<file path="src/rtl/lathe_cycle_sequencer.sv">
// Auto-cycle sequencer for the retrofitted lathe: spin-up, feed, dwell, retract, spin-down, with fault latching.
// Optional completed-part counter is built only when CYCLE_COUNTER_EN is defined.
module lathe_cycle_sequencer #(
    parameter int unsigned SPINUP_TICKS       = 150_000_000,
    parameter int unsigned DWELL_TICKS        = 50_000_000,
    parameter int unsigned SPINDOWN_TICKS     = 100_000_000,
    parameter int unsigned MOVE_TIMEOUT_TICKS = 500_000_000,
    parameter int          CNT_W              = 32
) (
    input  logic        clk,
    input  logic        reset,
    input  logic        ena,
    input  logic        start,
    input  logic        stop,
    input  logic        estop,
    input  logic        door_closed,
    input  logic        feed_limit,
    input  logic        home_limit,
    input  logic        fault_clear,
    output logic        spindle_on,
    output logic        coolant_on,
    output logic        feed_fwd,
    output logic        feed_rev,
    output logic        busy,
    output logic        cycle_done,
    output logic        fault,
    output logic [2:0]  fault_code,
    output logic [2:0]  state,
    output logic [15:0] part_count
);

    typedef enum logic [2:0] {
        S_IDLE      = 3'd0,
        S_SPIN_UP   = 3'd1,
        S_FEED      = 3'd2,
        S_DWELL     = 3'd3,
        S_RETRACT   = 3'd4,
        S_SPIN_DOWN = 3'd5,
        S_FAULT     = 3'd6
    } state_t;

    localparam logic [2:0] C_NONE     = 3'd0;
    localparam logic [2:0] C_ESTOP    = 3'd1;
    localparam logic [2:0] C_DOOR     = 3'd2;
    localparam logic [2:0] C_FEED_TO  = 3'd3;
    localparam logic [2:0] C_RETR_TO  = 3'd4;
    localparam logic [2:0] C_NOT_HOME = 3'd5;

    localparam logic [CNT_W-1:0] L_SPINUP_LAST   = CNT_W'(SPINUP_TICKS - 1);
    localparam logic [CNT_W-1:0] L_DWELL_LAST    = CNT_W'(DWELL_TICKS - 1);
    localparam logic [CNT_W-1:0] L_SPINDOWN_LAST = CNT_W'(SPINDOWN_TICKS - 1);
    localparam logic [CNT_W-1:0] L_MOVE_LAST     = CNT_W'(MOVE_TIMEOUT_TICKS - 1);
    localparam logic [CNT_W-1:0] L_ONE           = CNT_W'(1);

    state_t             r_state;
    logic [CNT_W-1:0]   r_timer;
    logic [2:0]         r_fault_code;
    logic               r_start_q;
    logic               r_spindle;
    logic               r_coolant;
    logic               r_fwd;
    logic               r_rev;
    logic               r_busy;
    logic               r_fault;
    logic               r_cycle_done;

    state_t             w_next_state;
    logic [2:0]         w_next_code;
    logic               w_start_rise;
    logic               w_cycle_end;

    assign w_start_rise = start & ~r_start_q;
    assign w_cycle_end  = (r_state == S_SPIN_DOWN) && (w_next_state == S_IDLE);

    // Safety trips outrank everything in a busy state; below them each state
    // resolves timeout, limit, stop and timer exit in that order.
    always_comb begin
        w_next_state = r_state;
        w_next_code  = r_fault_code;
        case (r_state)
            S_IDLE: begin
                if (w_start_rise) begin
                    if (estop) begin
                        w_next_state = S_FAULT;
                        w_next_code  = C_ESTOP;
                    end else if (!door_closed) begin
                        w_next_state = S_FAULT;
                        w_next_code  = C_DOOR;
                    end else if (!home_limit) begin
                        w_next_state = S_FAULT;
                        w_next_code  = C_NOT_HOME;
                    end else begin
                        w_next_state = S_SPIN_UP;
                    end
                end
            end
            S_SPIN_UP, S_FEED, S_DWELL, S_RETRACT, S_SPIN_DOWN: begin
                if (estop) begin
                    w_next_state = S_FAULT;
                    w_next_code  = C_ESTOP;
                end else if (!door_closed) begin
                    w_next_state = S_FAULT;
                    w_next_code  = C_DOOR;
                end else begin
                    case (r_state)
                        S_SPIN_UP: begin
                            if (stop)
                                w_next_state = S_SPIN_DOWN;
                            else if (r_timer == L_SPINUP_LAST)
                                w_next_state = S_FEED;
                        end
                        S_FEED: begin
                            if (r_timer == L_MOVE_LAST) begin
                                w_next_state = S_FAULT;
                                w_next_code  = C_FEED_TO;
                            end else if (feed_limit) begin
                                w_next_state = S_DWELL;
                            end else if (stop) begin
                                w_next_state = S_RETRACT;
                            end
                        end
                        S_DWELL: begin
                            if (stop || (r_timer == L_DWELL_LAST))
                                w_next_state = S_RETRACT;
                        end
                        S_RETRACT: begin
                            if (r_timer == L_MOVE_LAST) begin
                                w_next_state = S_FAULT;
                                w_next_code  = C_RETR_TO;
                            end else if (home_limit) begin
                                w_next_state = S_SPIN_DOWN;
                            end
                        end
                        default: begin
                            if (r_timer == L_SPINDOWN_LAST)
                                w_next_state = S_IDLE;
                        end
                    endcase
                end
            end
            S_FAULT: begin
                if (fault_clear && !estop && door_closed && !start) begin
                    w_next_state = S_IDLE;
                    w_next_code  = C_NONE;
                end
            end
            default: begin
                w_next_state = S_IDLE;
                w_next_code  = C_NONE;
            end
        endcase
    end

    // Actuator outputs are decoded from the next state so they move with state.
    always_ff @(posedge clk) begin
        if (reset) begin
            r_state      <= S_IDLE;
            r_timer      <= '0;
            r_fault_code <= C_NONE;
            r_start_q    <= 1'b0;
            r_spindle    <= 1'b0;
            r_coolant    <= 1'b0;
            r_fwd        <= 1'b0;
            r_rev        <= 1'b0;
            r_busy       <= 1'b0;
            r_fault      <= 1'b0;
            r_cycle_done <= 1'b0;
        end else if (ena) begin
            r_state      <= w_next_state;
            r_fault_code <= w_next_code;
            r_start_q    <= start;
            r_cycle_done <= w_cycle_end;
            if (w_next_state != r_state)
                r_timer <= '0;
            else
                r_timer <= r_timer + L_ONE;
            r_spindle <= 1'b0;
            r_coolant <= 1'b0;
            r_fwd     <= 1'b0;
            r_rev     <= 1'b0;
            r_busy    <= 1'b0;
            r_fault   <= 1'b0;
            case (w_next_state)
                S_SPIN_UP: begin
                    r_spindle <= 1'b1;
                    r_busy    <= 1'b1;
                end
                S_FEED: begin
                    r_spindle <= 1'b1;
                    r_coolant <= 1'b1;
                    r_fwd     <= 1'b1;
                    r_busy    <= 1'b1;
                end
                S_DWELL: begin
                    r_spindle <= 1'b1;
                    r_coolant <= 1'b1;
                    r_busy    <= 1'b1;
                end
                S_RETRACT: begin
                    r_spindle <= 1'b1;
                    r_coolant <= 1'b1;
                    r_rev     <= 1'b1;
                    r_busy    <= 1'b1;
                end
                S_SPIN_DOWN: r_busy  <= 1'b1;
                S_FAULT:     r_fault <= 1'b1;
                default:     r_busy  <= 1'b0;
            endcase
        end
    end

`ifdef CYCLE_COUNTER_EN
    logic [15:0] r_part_count;

    always_ff @(posedge clk) begin
        if (reset)
            r_part_count <= 16'd0;
        else if (ena && w_cycle_end)
            r_part_count <= r_part_count + 16'd1;
    end

    assign part_count = r_part_count;
`else
    assign part_count = 16'd0;
`endif

    assign spindle_on = r_spindle;
    assign coolant_on = r_coolant;
    assign feed_fwd   = r_fwd;
    assign feed_rev   = r_rev;
    assign busy       = r_busy;
    assign fault      = r_fault;
    assign cycle_done = r_cycle_done;
    assign fault_code = r_fault_code;
    assign state      = r_state;

endmodule

</file>
<file path="config.mk">
export PLATFORM = sky130hd
export DESIGN_NAME = lathe_cycle_sequencer
export DESIGN_NICKNAME = d
export VERILOG_FILES = /design/src/rtl/lathe_cycle_sequencer.sv
export SDC_FILE = /design/constraint.sdc
export NUM_CORES = 1
export LEC_CHECK = 0
export CORE_ASPECT_RATIO = 1.25
export CORE_MARGIN = 2
export CORE_UTILIZATION = 40
export DETAILED_ROUTE_END_ITERATION = 6
export SYNTH_ARGS = -nofsm -noshare
export SYNTH_HDL_FRONTEND = slang
export SYNTH_SLANG_ARGS = --single-unit
</file>
<file path="constraint.sdc">
create_clock -name clk -period 3.4 [get_ports clk]
set_clock_uncertainty 0.2 [all_clocks]
set_input_delay 0.68 -clock clk [delete_from_list [all_inputs] [get_ports clk]]
set_output_delay 0.68 -clock clk [all_outputs]
set_load 0.01 [all_outputs]
</file>
==> results of run 1 <==
==> registers in the layout (all words and copies together), names as in the netlist <==
register,cells
r_timer,32
fault_code,3
state,3
busy,1
coolant_on,1
cycle_done,1
fault,1
feed_fwd,1
feed_rev,1
r_start_q,1
spindle_on,1
==> per-stage QoR <==
stage          std cells  setup WS [ns]  TNS [ns]  total power [mW]
5_1_grt              477        0.01537         0             1.256
6_report             477         0.2409         0             1.188
4_1_cts              477         0.2351         0             1.203
3_3_place_gp         469        0.04350         0            0.8554
3_5_place_dp         469      -0.006615  -0.01456            0.8559
2_1_floorplan        372         0.5016         0            0.7705
==> worst paths after layout <==
kind         depth (start not counted)                         end                        from  slack (ns)
max                                  9     coolant_on$_SDFFE_PP0P_     r_timer[0]$_SDFFE_PP0P_        0.24
min reg2reg                          2  fault_code[0]$_SDFFE_PP0P_  fault_code[0]$_SDFFE_PP0P_        0.26
min                                  2  fault_code[0]$_SDFFE_PP0P_  fault_code[0]$_SDFFE_PP0P_        0.26
max reg2reg                          9     coolant_on$_SDFFE_PP0P_     r_timer[0]$_SDFFE_PP0P_        0.24
==> kinds of logic (layout without fill, tap and decap cells) <==
group	count (synthesis)	in the layout	synth area share
AND/OR/NAND/NOR	189	189	0.3703
XOR/XNOR	31	31	0.09623
adder cells (fa/ha/maj)	2	2	0.008868
buffers and inverters	42	57	0.07849
flip-flops	46	46	0.3264
AO/OA/AOI/OAI	42	42	0.1042
other	1	16	0.001329
multiplexers	4	4	0.01419
==> report_power, final <==
part / switching [mW] / internal [mW]
clock network: 0.198 / 0.147
registers: 0.0155 / 0.555
logic: 0.156 / 0.116
==> critical path, delay by kind of cell, from the launching register on <==
kind	cells	cell delay (ns)
AOI/OAI and AO/OA	3	0.73
and+or+nand+nor	5	1.52
DFF	1	0.39
adders and majority gates	1	0.22
==> cell type report <==
type / instances / area (sq um)
Inverter: 10 / 37.54
Timing Repair Buffer: 39 / 360.3
Tap cell: 90 / 112.6
Multi-Input combinational cell: 284 / 1742
Clock buffer: 5 / 68.82
Sequential cell: 46 / 920.9
Fill cell: 703 / 3626
Clock inverter: 3 / 23.77
==> per-layer routing <==
layer	vias up	GRT usage	part of all wire
li1	1317	-	-
met1	1217	0.2267	0.46
met2	47	0.3064	0.50
met3	5	0.02680	0.031
met4	0	0.05438	0.0095
met5	-	0	0
==> placed cells by master, fill, tap and decap left out, types with 9 or more instances in the layout <==
master and count:
sky130_fd_sc_hd__nand2_1 33, sky130_fd_sc_hd__buf_4 16, sky130_fd_sc_hd__xor2_1 20, sky130_fd_sc_hd__clkdlybuf4s50_1 22, sky130_fd_sc_hd__dfxtp_1 46, sky130_fd_sc_hd__a21oi_1 10
sky130_fd_sc_hd__nor4_1 9, sky130_fd_sc_hd__nand4_1 13, sky130_fd_sc_hd__conb_1 16, sky130_fd_sc_hd__nor3_1 40, sky130_fd_sc_hd__nand3_1 19, sky130_fd_sc_hd__nor2_1 26
sky130_fd_sc_hd__inv_1 10, sky130_fd_sc_hd__xnor2_1 11
==> run_results.csv, run 1 <==
group,metric,value,unit
floorplanning,floorplan.die.height,97.90,um
logic_synthesis,number_of_flops_mapped_to_enable_cells_by_yosys,0,
final_layout,final_layout_size_suffix_gt1_frac,0.09561,
detailed_routing,via_count,2586,
critical_path,timing_worst_setup_path_type,"flop to flop",
critical_path,path_cells,"ha_1 -> nand3_1 -> or4_4 -> nor4_4 -> o22ai_1 -> o31ai_2 -> nand2_1 -> or3_4 -> a311oi_1",
cts,number_of_hold_buffers_added_after_cts,0,
global_routing,grt_overall_usage,0.1778,
final_layout,syn2layout_area_growth,15.74,%
floorplanning,die_area,7746,sq um
cts,tritoncts.num_buffers,5,
detailed_routing,postRouteWirelength,6453,um
floorplanning,fp.coreArea,6892,sq um
critical_path,endpoint_kind,"flop",
final_layout,diode_count,0,
logic_synthesis,most_frequently_used_cell_type_in_the_post_synthesis_netlist,"sky130_fd_sc_hd__dfxtp_1",
timing,layout_min_cycle_time,3.159,ns
placed_design,post_place_cell_area,3173,sq um
logic_synthesis,synth_flop_cell,"sky130_fd_sc_hd__dfxtp_1",
logic_synthesis,synth.top_cell.area_share,0.3264,
logic_synthesis,synth.yosys.warnings,0,
cts,cts_resized,0,
cts,cts_num_sinks,46,
detailed_routing,first_iter_violations,106,
global_routing,initial_antenna_violation_count,0,
logic_synthesis,ff_latch_count_synth,46,
cts,clock_tree_root,"sky130_fd_sc_hd__clkbuf_8",
global_routing,grt_pass1_wl,11360,um
pwr,power.density,363.8,nW/um^2
logic_synthesis,synth_area_leaders,"sky130_fd_sc_hd__dfxtp_1, sky130_fd_sc_hd__nor3_1, sky130_fd_sc_hd__xor2_1",
logic_synthesis,netlist_area,2821,sq um
pwr,vdd_ir_drop_max,0.2048,mV
detailed_routing,dr.pass1.iters,4,
min_path,hold_class,"flop to flop",
logic_synthesis,synth.top_cells.by_count,"sky130_fd_sc_hd__dfxtp_1, sky130_fd_sc_hd__nor3_1, sky130_fd_sc_hd__nand2_1",
critical_path,required,3.42,ns
logic_synthesis,asyncSetResetFlopFracSynth,0,
cts,clk_pin_slew_worst_paths,0.10,ns
detailed_routing,routedWlPerCell,13.53,um
timing,final_hold_viol_count,0,
timing,rsz0062_at_grt,"no",
logic_synthesis,synth_seq_area_share,0.3264,
placed_design,globalplace.congestion,0.8567,
cts,tritoncts,"yes",
timing,final_max_slew_viols,0,
floorplanning,fp-row-count,34,
detailed_routing,route.detailed.drc,0,
critical_path,slowest_delay,0.57,ns
placed_design,buffer_ports.inserted,22,
timing,worst_hold_margin,0.2599,ns
pwr,cellLeakagePower,1.163,nW
logic_synthesis,synth.largest_area_cell,"sky130_fd_sc_hd__dfxtp_1",
status,status,"finished clean",
logic_synthesis,netlist_instances,357,
floorplanning,floorplan.io_pins,39,
job,timing.max_cap.violations,0,
logic_synthesis,yosys.cell_types.count,56,
critical_path,arrival,3.18,ns
critical_path,path_max_fanout,4,
timing,finalSetupViolCount,0,
cts,cts_post_setup_buffers_inserted,0,
critical_path,worst_setup_sp_type,"flop",
global_routing,grt_overflow_total,0,
timing,timing.final.crit_share,0.9291,
cts,clk-insertion-delay-late,0.30,ns
final_layout,finalNetCount,398,
critical_path,critPathSlowestCell,"sky130_fd_sc_hd__or4_4",
cts,htree_num_levels,2,
detailed_routing,routed_via_density,5.421,
cts,clock_tree.buffer_depth,2,
global_routing,maximum_number_of_pins_on_one_net_before_global_route_repair,31,
final_layout,fin_area,3266,sq um
placed_design,dp_hpwl,4784,um
final_layout,final_core_utilization,0.4739,
timing,highest_clock_rate,0.3165,GHz
global_routing,grt_pass1_vias,2421,
detailed_routing,route.antenna.remaining_nets,0,
floorplanning,start_util,0.4094,
floorplanning,dieWidth,79.12,um
logic_synthesis,post_synth.cell_area_avg,7.903,sq um
Power figures use the tool's default switching activity.
==> run 2: changes to the inputs <==
--- a/config.mk
+++ b/config.mk
@@ -7,7 +7,7 @@
 export LEC_CHECK = 0
 export CORE_ASPECT_RATIO = 1.25
 export CORE_MARGIN = 2
-export CORE_UTILIZATION = 40
+export CORE_UTILIZATION = 30
 export DETAILED_ROUTE_END_ITERATION = 6
 export SYNTH_ARGS = -nofsm -noshare
 export SYNTH_HDL_FRONTEND = slang
==> constraint.sdc (replaced) <==
create_clock -name clk -period 3.6 [get_ports clk]
set_clock_uncertainty 0.2 [all_clocks]
set_input_delay 0.72 -clock clk [delete_from_list [all_inputs] [get_ports clk]]
set_output_delay 0.72 -clock clk [all_outputs]
set_load 0.01 [all_outputs]
==> run 2 against run 1 <==
Net effect: count of clock-buffer cells in the layout did not move; global-route usage fell by 4.3 points; wire length rose by 3.8%; critical path depth rose by 1; non-clock buffer count fell by 10; power rose by 17%; die area rose by 32%; setup slack improved by 0.13 ns.
==> run_results.csv, run 2 (same netlist as run 1, synthesis figures left out) <==
group,metric,value,unit
critical_path,worstPathBufferInverterCount,2,
placed_design,buffer_ports.inserted,22,
cts,number_of_hold_buffers_added_after_cts,0,
floorplanning,start_util,0.3092,
critical_path,slowest_delay,0.51,ns
timing,highest_clock_rate,0.3098,GHz
critical_path,endpoint_kind,"flop",
floorplanning,floorplan.io_pins,39,
global_routing,maximum_number_of_pins_on_one_net_before_global_route_repair,34,
critical_path,path_cells,"clkdlybuf4s50_1 -> nor4b_1 -> nand2_1 -> a21oi_1 -> o311ai_0 -> a211o_1 -> nor3_1 -> a31oi_2 -> buf_12 -> nor3_1",
final_layout,top_reg_by_flops,"r_timer",
detailed_routing,first_iter_violations,102,
timing,measured_slew_at_the_worst_slew_check_pin,0.5844,ns
timing,finalSetupViolCount,0,
floorplanning,fp.coreArea,9125,sq um
placed_design,globalplace.congestion,0.8725,
detailed_routing,postRouteWirelength,6701,um
pwr,power.density,417.6,nW/um^2
cts,clk_pin_slew_worst_paths,0.06,ns
critical_path,arrival,3.24,ns
floorplanning,fp-row-count,39,
global_routing,grt_pass1_vias,2502,
timing,rsz0062_at_grt,"no",
detailed_routing,routed_via_density,5.092,
global_routing,grt_overall_usage,0.1343,
floorplanning,floorplan.die.height,112.4,um
timing,relSlewSlack,0.6099,
detailed_routing,routedWlPerCell,13.40,um
cts,clock_tree.buffer_depth,2,
status,status,"finished clean",
critical_path,critPathSlowestCell,"sky130_fd_sc_hd__clkdlybuf4s50_1",
cts,cts_post_setup_buffers_inserted,0,
cts,cts_num_sinks,46,
cts,clk-insertion-delay-late,0.29,ns
final_layout,leading_cell_types_in_the_layout_fill_and_taps_excluded,"sky130_fd_sc_hd__dfxtp_1, sky130_fd_sc_hd__nor3_1, sky130_fd_sc_hd__nand2_1, sky130_fd_sc_hd__nor2_1, sky130_fd_sc_hd__clkdlybuf4s50_1",
job,timing.max_cap.violations,0,
placed_design,post_place_cell_area,3139,sq um
global_routing,grt_overflow_total,0,
final_layout,final_layout_size_suffix_gt1_frac,0.07162,
final_layout,largest_reg_flops,32,
global_routing,grt_pass1_wl,11470,um
final_layout,fin_area,3333,sq um
critical_path,path_max_fanout,30,
min_path,hold_class,"flop to flop",
final_layout,syn2layout_area_growth,18.14,%
final_layout,seq_area,920.9,sq um
timing,fin_setup_tns,0,ns
critical_path,worst_setup_sp_type,"primary input",
timing,final_max_slew_viols,0,
cts,tritoncts,"yes",
critical_path,required,3.61,ns
final_layout,diode_count,0,
timing,timing.final.crit_share,0.8968,
timing,layout_min_cycle_time,3.228,ns
critical_path,critical_path.most_common_cell,"sky130_fd_sc_hd__nor3_1",
detailed_routing,route.detailed.drc,0,
cts,clock_tree_root,"sky130_fd_sc_hd__clkbuf_16",
final_layout,finalNetCount,388,
cts,htree_num_levels,2,
global_routing,initial_antenna_violation_count,0,
pwr,cellLeakagePower,1.165,nW
floorplanning,dieWidth,90.74,um
placed_design,dp_hpwl,4886,um
detailed_routing,dr.pass1.iters,4,
final_layout,layout.cells.most_common,"sky130_fd_sc_hd__dfxtp_1",
detailed_routing,via_count,2546,
critical_path,timing_worst_setup_path_type,"primary input to flop",
final_layout,final_core_utilization,0.3653,
cts,cts_resized,0,
cts,tritoncts.num_buffers,5,
pwr,vdd_ir_drop_max,0.1990,mV
final_layout,multi_input_comb_area,1742,sq um
floorplanning,die_area,10200,sq um
final_layout,n_fill_cell,959,
critical_path,path_delay_family,"simple AND/OR/NAND/NOR gates",
detailed_routing,route.antenna.remaining_nets,0,
timing,final_hold_viol_count,0,
[run 2: changes by cell type in the layout (fill, tap and decap cells not counted), sizes merged]
cell / change
buf: -10
bufinv: +2
clkinv: +1
clkinvlp: -2
inv: -1
[run 2: final cells by class]
| type | count | area share |
|---|---|---|
| Timing Repair Buffer | 29 | 0.08559 |
| Clock inverter | 3 | 0.02065 |
| Inverter | 10 | 0.01126 |
| Sequential cell | 46 | 0.2763 |
| Tap cell | 123 | 0.04617 |
| Multi-Input combinational cell | 284 | 0.5225 |
| Clock buffer | 5 | 0.03754 |
[run 2: stage by stage]
| step | total power [mW] | hold slack, ns | instances | worst slack [ns] |
|---|---|---|---|---|
| 2_1_floorplan | 0.7277 | 0.2750 | 372 | 0.7016 |
| 3_3_place_gp | 0.8014 | 0.2498 | 492 | 0.1798 |
| 3_5_place_dp | 0.8035 | 0.2606 | 492 | 0.09294 |
| 4_1_cts | 1.404 | 0.2697 | 500 | 0.3771 |
| 5_1_grt | 1.460 | 0.2832 | 500 | 0.1156 |
| 6_report | 1.392 | 0.2631 | 500 | 0.3716 |
[run 2: worst paths after layout]
check,start,end,slack [ns],cells past startpoint
min,fault_code[0]$_SDFFE_PP0P_,fault_code[0]$_SDFFE_PP0P_,0.26,2
max,start,r_timer[12]$_SDFFE_PP0P_,0.37,10
max reg2reg,r_timer[9]$_SDFFE_PP0P_,spindle_on$_SDFFE_PP0P_,0.47,8
min reg2reg,fault_code[0]$_SDFFE_PP0P_,fault_code[0]$_SDFFE_PP0P_,0.26,2
[run 2: worst min-delay path: stages, from the launching register on]
cell and delay, ns:
sky130_fd_sc_hd__dfxtp_1 0.31, sky130_fd_sc_hd__nand2_1 0.05, sky130_fd_sc_hd__a21oi_1 0.05
[run 2: report_power, final]
part           leakage, nW  switching (mW)  internal (mW)
sequential           0.373          0.0191          0.525
clock               0.0940           0.200          0.399
combinational        0.698           0.145          0.104
[run 2: routing by layer]
| metal | track usage | up-vias | routed length (um) |
|---|---|---|---|
| met5 | 0 | - | 0 |
| li1 | - | 1296 | - |
| met1 | 0.1536 | 1195 | 2925 |
| met2 | 0.2502 | 48 | 3480 |
| met3 | 0.02886 | 7 | 230 |
| met4 | 0.03692 | 0 | 65 |
